**config.mk**
```make
export PLATFORM = sky130hd
export DESIGN_NAME = display_scan_ctrl
export DESIGN_NICKNAME = d
export VERILOG_FILES = /design/src/rtl/display_scan_ctrl.sv
export SDC_FILE = /design/constraint.sdc
export NUM_CORES = 1
export LEC_CHECK = 0
export ABC_CLOCK_PERIOD_IN_PS = 4850
export CAP_MARGIN = 25
export CORE_MARGIN = 5
export CORE_UTILIZATION = 50
export CTS_BUF_LIST = sky130_fd_sc_hd__clkbuf_4 sky130_fd_sc_hd__clkbuf_8
export DETAILED_ROUTE_END_ITERATION = 12
export PLACE_DENSITY = 0.89
export SETUP_SLACK_MARGIN = 0.3
export SLEW_MARGIN = 20
export SYNTH_ARGS = -nofsm -noshare
export SYNTH_HDL_FRONTEND = slang
export SYNTH_SLANG_ARGS = --single-unit
```
**constraint.sdc**
```tcl
create_clock -name clk -period 4.85 [get_ports clk]
set_input_delay 0.97 -clock clk [delete_from_list [all_inputs] [get_ports clk]]
set_output_delay 0.97 -clock clk [all_outputs]
set_load 0.05 [all_outputs]
```
**src/rtl/display_scan_ctrl.sv**
```systemverilog
// rtl/display_scan_ctrl.sv - 8-digit seven-segment scan scheduler with blanking and frame snapshot
// Optional blink support is compiled in when DISPLAY_SCAN_BLINK_EN is defined.
module display_scan_ctrl #(
  parameter int DIV          = 100000,
  parameter int BLANK        = 1000,
  parameter int BLINK_FRAMES = 64
) (
  input  logic        clk,
  input  logic        rst,
  input  logic [31:0] digits_in,
  input  logic [7:0]  dp_in,
  input  logic [7:0]  digit_en,
  input  logic [7:0]  blink_mask,
  output logic [2:0]  digit_sel,
  output logic [7:0]  anode,
  output logic [3:0]  nibble,
  output logic        dp,
  output logic        frame_start
);

  localparam int CW = (DIV > 2) ? $clog2(DIV) : 1;
  localparam logic [CW-1:0] CNT_LAST  = CW'(DIV - 1);
  localparam logic [CW-1:0] CNT_BLANK = CW'(BLANK);

  logic [CW-1:0] cnt;
  logic          slot_end;
  logic          frame_end;
  logic [31:0]   sh_digits;
  logic [7:0]    sh_dp;
  logic [7:0]    sh_en;
  logic          blink_dark;
  logic          lit;
  logic [7:0]    anode_d;

  assign slot_end  = (cnt == CNT_LAST);
  assign frame_end = slot_end && (digit_sel == 3'd7);

  always_ff @(posedge clk or posedge rst) begin
    if (rst) begin
      cnt       <= '0;
      digit_sel <= 3'd0;
    end else if (slot_end) begin
      cnt       <= '0;
      digit_sel <= digit_sel + 3'd1;
    end else begin
      cnt       <= cnt + CW'(1);
    end
  end

  // Inputs are only sampled on the last edge of a frame so a frame never tears.
  always_ff @(posedge clk or posedge rst) begin
    if (rst) begin
      sh_digits <= 32'd0;
      sh_dp     <= 8'd0;
      sh_en     <= 8'd0;
    end else if (frame_end) begin
      sh_digits <= digits_in;
      sh_dp     <= dp_in;
      sh_en     <= digit_en;
    end
  end

`ifdef DISPLAY_SCAN_BLINK_EN
  localparam int FW = (BLINK_FRAMES > 1) ? $clog2(BLINK_FRAMES) : 1;
  localparam logic [FW-1:0] FRAME_LAST = FW'(BLINK_FRAMES - 1);

  logic [FW-1:0] frame_cnt;
  logic          blink_phase;
  logic [7:0]    sh_blink;

  always_ff @(posedge clk or posedge rst) begin
    if (rst) begin
      frame_cnt   <= '0;
      blink_phase <= 1'b0;
      sh_blink    <= 8'd0;
    end else if (frame_end) begin
      sh_blink <= blink_mask;
      if (frame_cnt == FRAME_LAST) begin
        frame_cnt   <= '0;
        blink_phase <= ~blink_phase;
      end else begin
        frame_cnt   <= frame_cnt + FW'(1);
      end
    end
  end

  assign blink_dark = blink_phase & sh_blink[digit_sel];
`else
  logic unused_blink;
  assign unused_blink = ^blink_mask;
  assign blink_dark   = 1'b0;
`endif

  // Drive is registered, so the last slot cycle is excluded to keep the next slot's first cycle dark.
  always_comb begin
    lit     = 1'b0;
    anode_d = 8'hFF;
    if ((cnt >= CNT_BLANK) && !slot_end && sh_en[digit_sel] && !blink_dark) begin
      lit     = 1'b1;
      anode_d = ~(8'b1 << digit_sel);
    end
  end

  always_ff @(posedge clk or posedge rst) begin
    if (rst) begin
      anode       <= 8'hFF;
      nibble      <= 4'd0;
      dp          <= 1'b0;
      frame_start <= 1'b0;
    end else begin
      anode       <= anode_d;
      nibble      <= sh_digits[{digit_sel, 2'b00} +: 4];
      dp          <= sh_dp[digit_sel] & lit;
      frame_start <= frame_end;
    end
  end

endmodule

```
==> flow_metrics.tcl, run 1 <==
set metrics [dict create \
    async_flop_share_pct 100.0 \
    gp_congestion 0.8247 \
    first_pass_iters 4 \
    rr_worst_depth 6 \
    ios 75 \
    min_period_ns 3.119 \
    finClkSkew_ns 0.01588 \
    cp_top_family "buffers and inverters" \
    total_leakage_power_nw 1.978 \
    cts_buffer_depth 2 \
    cp_max_fo 17 \
    grt_overflow 0 \
    nets 401 \
    clock.fmax_ghz 0.3206 \
    track_usage_pct 16.89 \
    stdcell_count 439 \
    slowest_stage "clkdlybuf4s50_1" \
    synth_compound_gate_area_share_pct 1.227 \
    relSlewSlack_pct 39.66 \
    synth_seq_area_share_pct 54.64 \
    rr_endpoint "sh_digits[25]" \
    cts_max_level 3 \
    fillers 564 \
    clock-root-buffer "clkbuf_8" \
    ant_nets 0 \
    layout_commonest_cell "dfrtp_1" \
    crit_cells 1 \
    setup.worst_path.class "flip-flop to primary output" \
    port_buffers 66 \
    n_antenna_cell 0 \
    post-cts-setup-buffers 0 \
    setup.worst_path.start "digit_sel[1]" \
    p_per_area_nw_per_um2 280.1 \
    die_width_um 96.88 \
    critPathBufInv 1 \
    synth_edf_count 0 \
    synthFlopType "dfrtp_1" \
    tightest_slew_ns 0.9019 \
    initialDrtViolationCount 91 \
    start_util_pct 51.75 \
    synth_xor_xnor_area_share_pct 2.785 \
    cts_tree "built" \
    synth_cells 268 \
    worstPathArrival_ns 2.15 \
    power.total_mw 1.319 \
    crit_required_ns 3.88 \
    drive_gt1_share_pct 24.71 \
    syn2layout_area_growth_pct 24.83 \
    min_path_type "flip-flop to flip-flop" \
    numCtsBuffers 9 \
    clkSinkCount 82 \
    dieArea_um2 9385 \
    yosysWarnings 0 \
    final_cell_mix "74 x dfrtp_1, 66 x clkdlybuf4s50_1, 21 x mux2_2" \
    worstSetupEndpointType "primary output" \
    synth_top_family_by_area "multiplexers" \
    crit_path_max_incr_delay_ns 0.95 \
    dp.cells 423 \
    vias_per_cell 5.390 \
    crit_path_cell_trace "clkdlybuf4s50_1" \
    place_area_um2 4507 \
    critPathLaunchType "flip-flop" \
    grt_max_degree 59 \
    ys_types 40 \
    drv_cap 0 \
    endpoint "digit_sel[1]" \
    synthMuxAreaShare_pct 24.50 \
    antenna_found_initial 0 \
    peakVddDrop_v 0.0002070 \
    wl_per_cell_um 16.99 \
    synthesis.nets 334 \
    synth_fa_ha_area_share_pct 2.653 \
    cts_resized 0 \
    synth-simple-area-share_pct 11.60 \
    status "complete, no violations" \
    drv_slew 0 \
    grt_pass1_vias 2566 \
    setup_viol_count_final 0 \
    place_ws_ns 1.920 \
    final_hold_viol_count 0 \
    core_um2 7292 \
    avgSynthCellArea_um2 14.08 \
    worst_slack_ns 1.731 \
    dpl.hpwl_um 5305 \
    min_period_over_period_pct 64.31 \
    r2r_slack_ns 1.93 \
    row_count 31 \
    clk_latency_ns 0.36 \
    design_area_um2 4711 \
    r2r-start "cnt[0]" \
    drt_wl_total_um 7457 \
    drc_errors 0 \
    rsz0062_at_grt "no" \
    grt_pass1_wl_um 12690 \
    path_clk_slew_ns 0.08 \
    synth_area_um2 3774 \
    via_count 2366 \
    ys_ff_latch 82 \
    die_y_um 96.88 \
    postCtsHoldBufs 0 \
    setup-tns-final_ns 0 \
]
## stage by stage
step | util [%] | hold WS (ns)
2_1_floorplan | - | 0.4587
3_3_place_gp | 61.81 | 0.4700
3_5_place_dp | 61.81 | 0.4805
4_1_cts | 64.58 | 0.5042
5_1_grt | 64.60 | 0.5222
6_report | 64.60 | 0.5023
## worst min path at each step
stage / end / slack [ns] / startpoint / depth (start not counted)
after CTS: sh_digits[6] / 0.50 / sh_digits[6] / 1
final: sh_digits[4] / 0.50 / sh_digits[4] / 1
after detailed placement: sh_digits[18] / 0.48 / sh_digits[18] / 1
after floorplan: sh_digits[10] / 0.46 / sh_digits[10] / 1
after global routing: sh_dp[2] / 0.52 / sh_dp[2] / 1
after global placement: sh_digits[4] / 0.47 / sh_digits[4] / 1
## cell type report
cell class                 count  area [um2]  share of cell area, %
sequential                    82        2062                  43.77
multi-input combinational    167        1614                  34.26
timing repair buffer          69       683.2                  14.50
clock buffer                  10       137.6                  2.922
tap                           99       123.9                  2.629
clock inverter                 6       65.06                  1.381
inverter                       6       25.02                 0.5312
## cells by family (layout without fill, tap and decap cells)
family | after synthesis | count (layout)
buffers and inverters | 19 | 91
DFF | 82 | 82
muxes | 65 | 65
adders and majority gates | 8 | 8
and+or+nand+nor | 75 | 75
AOI/OAI and AO/OA | 7 | 7
xor gates and xnor gates | 12 | 12
## per-layer routing
metal  wire [um]  part of all wire [%]  up-vias  track usage, %
met5           0                     0        -               0
met4          84                   1.1        0           4.752
met3         553                   7.4       11           6.547
met2        3744                    50       84           27.55
met1        3074                    41     1181           20.94
li1            -                     -     1090               -
## flip-flops by register name (all words and copies together) (netlist names)
signal       flops
sh_digits       32
cnt             17
anode            8
sh_dp            8
sh_en            8
nibble           4
digit_sel        3
dp               1
frame_start      1
## synthesized netlist by cell type, types with 7 or more instances
cell type / n / share of area, %
dfrtp_1: 74 / 49
dfstp_2: 8 / 5.6
ha_1: 8 / 2.7
mux2_1: 8 / 2.4
mux2_2: 21 / 6.3
mux2_4: 20 / 8.0
mux4_2: 11 / 6.6
nand2_1: 19 / 1.9
nand3_1: 9 / 1.2
nand4_1: 7 / 1.2
nor2_1: 11 / 1.1
xnor2_1: 9 / 2.1
## power by group
part           total [mW]  internal (mW)  leakage, nW  switching, mW
clock network       0.505          0.253        0.103          0.252
registers           0.717          0.705        0.983         0.0113
logic              0.0975         0.0636        0.892         0.0338
total                1.32           1.02         1.98          0.298
Power figures use the tool's default switching activity.
==> run 2, diff against run 1 <==
- ABC_CLOCK_PERIOD_IN_PS: 4850 -> 2800
- CORE_UTILIZATION: 50 -> 48
- clock period: 4.85 -> 2.8 ns (I/O delays scaled with it)
==> run 2 against run 1 <==
Die area is 3.7% higher; clock power grew 70%; sequential cell count did not move; first-iteration DRC count is 58% higher; power grew 72%; critical path depth is 4 higher; largest power group unchanged; routed wire length is 0.34% higher.
==> flow_metrics.tcl, run 2 (synthesis results as in run 1) <==
set metrics [dict create \
    status "complete, no violations" \
    syn2layout_area_growth_pct 26.29 \
    die_y_um 98.67 \
    clock_power_share_pct 37.8 \
    start_util_pct 49.09 \
    clock.fmax_ghz 0.4271 \
    path_clk_slew_ns 0.09 \
    core_um2 7687 \
    met3_usage_pct 5.379 \
    ant_nets 0 \
    peakVddDrop_v 0.0003330 \
    slowest_stage "or4_4" \
    port_buffers 66 \
    use_met1_pct 20.69 \
    crit_required_ns 3.05 \
    min_period_ns 2.342 \
    vias_per_cell 5.380 \
    worstSetupEndpointType "flip-flop" \
    first_pass_iters 4 \
    switching_power_uw 520.4 \
    drc_errors 0 \
    tightest_slew_ns 0.7074 \
    hold_end "sh_digits[24]" \
    finClkSkew_ns 0.01486 \
    clk_latency_ns 0.36 \
    drv_slew 0 \
    rr_worst_depth 5 \
    wl_per_cell_um 16.74 \
    crit_path_cell_trace "or4_4 > nor4_4 > nand2_2 > buf_4 > mux2_1" \
    reg_top3 "sh_digits (32), cnt (17)" \
    clock-root-buffer "clkbuf_8" \
    grt_max_degree 83 \
    pwr-share-seq_pct 54.7 \
    cts_buffer_depth 2 \
    cts_max_level 3 \
    grt_overflow 0 \
    via_count 2405 \
    nets 406 \
    cts_tree "built" \
    initialDrtViolationCount 144 \
    numCtsBuffers 9 \
    setup-tns-final_ns 0 \
    rr_endpoint "sh_digits[25]" \
    critPathLaunchType "flip-flop" \
    dpl.hpwl_um 5268 \
    top_usage_layer "met2" \
    min_path_cells 1 \
    final_hold_viol_count 0 \
    setup_viol_count_final 0 \
    r2r_slack_ns 0.46 \
    track_usage_pct 16.65 \
    relSlewSlack_pct 52.84 \
    grt_pass1_vias 2609 \
    grt_pass1_wl_um 12740 \
    min_from "sh_digits[24]" \
    crit_path_max_incr_delay_ns 0.60 \
    top_register "sh_digits" \
    layout_commonest_cell "dfrtp_1" \
    switching_share_pct 22.89 \
    drt_wl_total_um 7482 \
    dieArea_um2 9735 \
    internal-power_mw 1.753 \
    final_cell_mix "74 x dfrtp_1, 64 x clkdlybuf4s50_1, 21 x mux2_2" \
    setup.worst_path.class "flip-flop to flip-flop" \
    die_width_um 98.67 \
    total_leakage_power_nw 2.025 \
    ios 75 \
    worst_hold_slack_ns 0.4971 \
    gp_congestion 0.8823 \
    drive_gt1_share_pct 26.09 \
    comb_power_share_pct 7.5 \
    p_per_area_nw_per_um2 477.1 \
    min_period_over_period_pct 83.63 \
    clkSinkCount 82 \
    cp_max_fo 48 \
    largest_reg_flops 32 \
    row_count 32 \
    worstPathArrival_ns 2.59 \
    antenna_found_initial 0 \
    grt_util_met2_pct 27.51 \
    min_path_type "flip-flop to flip-flop" \
    drv_cap 0 \
    fillers 582 \
    r2r-start "cnt[14]" \
    rsz0062_at_grt "no" \
    n_antenna_cell 0 \
]
[run 2: cell types whose count changed in the layout (fill, tap and decap cells not counted), sizes merged]
cell,change
dlymetal6s2s,+1
clkinv,+2
clkbuf,-1
buf,+6
inv,-1
clkdlybuf4s50,-2
[run 2: power groups by stage]
stage / clock network (mW) / registers (mW) / logic [mW]
after global routing: 0.933 / 1.25 / 0.187
after global placement: 0 / 1.26 / 0.170
after CTS: 0.876 / 1.24 / 0.176
final: 0.860 / 1.24 / 0.172
after detailed placement: 0 / 1.26 / 0.175
after floorplan: 0 / 1.27 / 0.0714
[run 2: repair_timing]
item | in CTS | in global routing
endpoints found under the setup margin | 0 | 35
hold buffers | 0 | 0
setup buffers | 0 | 2
resized for setup | 0 | 1
[run 2: through the flow]
stage,util [%],setup WS [ns],instances,area [um2],power (mW)
global placement,59.13,0.4915,429,4546,1.431
global route,62.00,0.3410,447,4766,2.367
CTS,61.77,0.3367,445,4748,2.294
floorplan,-,0.6901,268,3777,1.339
finish,62.00,0.4584,447,4766,2.274
detailed placement,59.13,0.4367,429,4546,1.439
[run 2: per-layer routing]
layer / up-vias / part of all wire, %
met1: 1207 / 41
met2: 76 / 51
li1: 1109 / -
met4: 0 / 1.5
met5: - / 0
met3: 13 / 6.9
[run 2: worst max-delay path by stage]
stage | start | to | slack [ns] | depth (start not counted)
2_1_floorplan | cnt[12] | sh_digits[0] | 0.69 | 7
3_3_place_gp | cnt[0] | sh_digits[6] | 0.49 | 6
3_5_place_dp | cnt[0] | sh_digits[25] | 0.44 | 6
4_1_cts | digit_sel[1] | digit_sel[1] | 0.34 | 1
5_1_grt | cnt[0] | sh_digits[4] | 0.34 | 6
6_report | cnt[14] | sh_digits[25] | 0.46 | 5
[run 2: final cells by class]
cell class | count | area, um2 | share of cell area, %
Clock buffer | 9 | 123.9 | 2.599
Clock inverter | 7 | 78.83 | 1.654
Inverter | 6 | 26.28 | 0.5513
Multi-Input combinational cell | 167 | 1614 | 33.87
Sequential cell | 82 | 2062 | 43.27
Tap cell | 102 | 127.6 | 2.678
Timing Repair Buffer | 74 | 733.2 | 15.38
[run 2: worst max-delay path, delay by kind of cell (launching register included)]
| kind | cells | cell delay, ns |
|---|---|---|
| mux | 1 | 0.41 |
| buf+inv | 1 | 0.33 |
| flops | 1 | 0.44 |
| simple gates | 3 | 1.02 |
==> run 3, diff against run 2 <==
- ABC_CLOCK_PERIOD_IN_PS: 2800 -> 2300
- CORE_UTILIZATION: 48 -> 50
- clock period: 2.8 -> 2.3 ns (I/O delays scaled with it)
==> run 3 against run 2 <==
Critical path depth unchanged; hold slack got worse by 0.0037 ns; clock skew decreased by 0.0015 ns; global-route usage decreased by 0.87 points; first-iteration DRC count decreased by 25%; power increased by 22%; setup slack got worse by 0.28 ns; combinational power increased by 20%; routed wire length decreased by 2.5%; design area increased by 2.3%; register-to-register slack got worse by 0.28 ns; critical path type unchanged; highest routed layer unchanged.
==> flow_metrics.tcl, run 3 (synthesis results as in run 1) <==
set metrics [dict create \
    status "complete, no violations" \
    core_um2 7292 \
    worstSetupEndpointType "flip-flop" \
    largest_reg_flops 32 \
    dieArea_um2 9385 \
    min_path_type "flip-flop to flip-flop" \
    gp_congestion 0.9126 \
    place_area_um2 4616 \
    grt_overflow 0 \
    place_ws_ns 0.1716 \
    cp_top_family "simple AND/OR/NAND/NOR gates" \
    relSlewSlack_pct 63.00 \
    rr_worst_depth 5 \
    tightest_slew_ns 0.5508 \
    clock-root-buffer "clkbuf_8" \
    finClkSkew_ns 0.01337 \
    min_path_cells 1 \
    drv_cap 0 \
    drc_errors 0 \
    initialDrtViolationCount 108 \
    worst_slack_ns 0.1786 \
    regArea_um2 2062 \
    first_pass_iters 5 \
    setup-tns-final_ns 0 \
    antenna_found_initial 0 \
    die_y_um 96.88 \
    crit_path_cell_trace "or4b_4 > nor4_4 > nand2_2 > buf_12 > mux2_1" \
    peakVddDrop_v 0.0004523 \
    slowest_stage "or4b_4" \
    cts_max_level 3 \
    nets 415 \
    min_period_over_period_pct 92.24 \
    drv_slew 0 \
    path_clk_slew_ns 0.08 \
    top_register "sh_digits" \
    port_buffers 66 \
    drt_wl_total_um 7298 \
    clk_latency_ns 0.36 \
    numCtsBuffers 9 \
    design_area_um2 4876 \
    clkSinkCount 82 \
    wl_per_cell_um 16.11 \
    row_count 31 \
    crit_required_ns 2.53 \
    cts_tree "built" \
    setup.worst_path.class "flip-flop to flip-flop" \
    drive_gt1_share_pct 29.10 \
    grt_max_degree 83 \
    multiInputGateArea_um2 1623 \
    track_usage_pct 15.79 \
    ant_nets 0 \
    grt_pass1_wl_um 11940 \
    vias_per_cell 5.278 \
    dpl.hpwl_um 5105 \
    layout_commonest_cell "dfrtp_1" \
    via_count 2391 \
    min_period_ns 2.121 \
    grt_pass1_vias 2501 \
    critPathLaunchType "flip-flop" \
    fillers 533 \
    rsz0062_at_grt "yes" \
    n_antenna_cell 0 \
    ios 75 \
    postCtsHoldBufs 0 \
    p_per_area_nw_per_um2 570.8 \
    total_leakage_power_nw 2.066 \
    crit_cells 5 \
    die_width_um 96.88 \
    setup_viol_count_final 0 \
    clock.fmax_ghz 0.4714 \
    crit_path_max_incr_delay_ns 0.55 \
    finish.utilization_pct 66.87 \
    cp_max_fo 24 \
    worstPathArrival_ns 2.36 \
    final_cell_mix "74 x dfrtp_1, 53 x clkdlybuf4s50_1, 21 x mux2_2" \
    syn2layout_area_growth_pct 29.21 \
    final_hold_viol_count 0 \
    cts_buffer_depth 2 \
    reg_top3 "sh_digits (32), cnt (17)" \
    start_util_pct 51.75 \
    critPathBufInv 1 \
]
==> run 3: worst register-to-register path, cell delays in order (launching register included) <==
cell and delay (ns):
dfrtp_1 0.42, or4b_4 0.55, nor4_4 0.32, nand2_2 0.16
buf_12 0.21, mux2_1 0.36
==> run 3: cell type report <==
cell class | instances | area share [%]
Clock buffer | 9 | 2.540
Sequential cell | 82 | 42.29
Clock inverter | 7 | 1.591
Tap cell | 99 | 2.540
Timing Repair Buffer | 83 | 17.22
Multi-Input combinational cell | 167 | 33.28
Inverter | 6 | 0.5389
==> run 3: path summary, 6_finish.rpt <==
kind,end,slack [ns],from
min in group asynchronous,sh_en[0],0.55,rst
hold reg to reg,sh_digits[31],0.49,sh_digits[31]
setup / recovery,sh_digits[6],0.18,cnt[8]
hold / removal,sh_digits[31],0.49,sh_digits[31]
setup reg to reg,sh_digits[6],0.18,cnt[8]
max in group asynchronous,anode[0],1.37,rst
==> run 3: metrics by stage <==
step           hold slack (ns)  total power, mW  std cells
2_1_floorplan           0.4587            1.630        268
3_3_place_gp            0.4676            1.743        431
3_5_place_dp            0.4762            1.750        431
4_1_cts                 0.4952            2.806        448
5_1_grt                 0.5098            2.890        453
6_report                0.4934            2.783        453
==> run 3: layer usage <==
| metal | vias to the layer above | share of wire [%] | GRT usage [%] |
|---|---|---|---|
| met5 | - | 0 | 0 |
| met4 | 0 | 1.0 | 3.564 |
| met2 | 80 | 49 | 26.22 |
| met3 | 9 | 6.2 | 4.892 |
| li1 | 1123 | - | - |
| met1 | 1179 | 43 | 20.33 |
==> run 3: timing repair <==
action                                  CTS  global route
resized for setup                        10             2
endpoints found under the setup margin   58            55
pin swaps                                 0             1
buffers inserted                          1             4
cloned                                    0             1
==> run 3: where the power goes <==
| group | internal [mW] | switching, mW |
|---|---|---|
| sequential | 1.49 | 0.0238 |
| combinational | 0.135 | 0.0709 |
| clock | 0.511 | 0.554 |
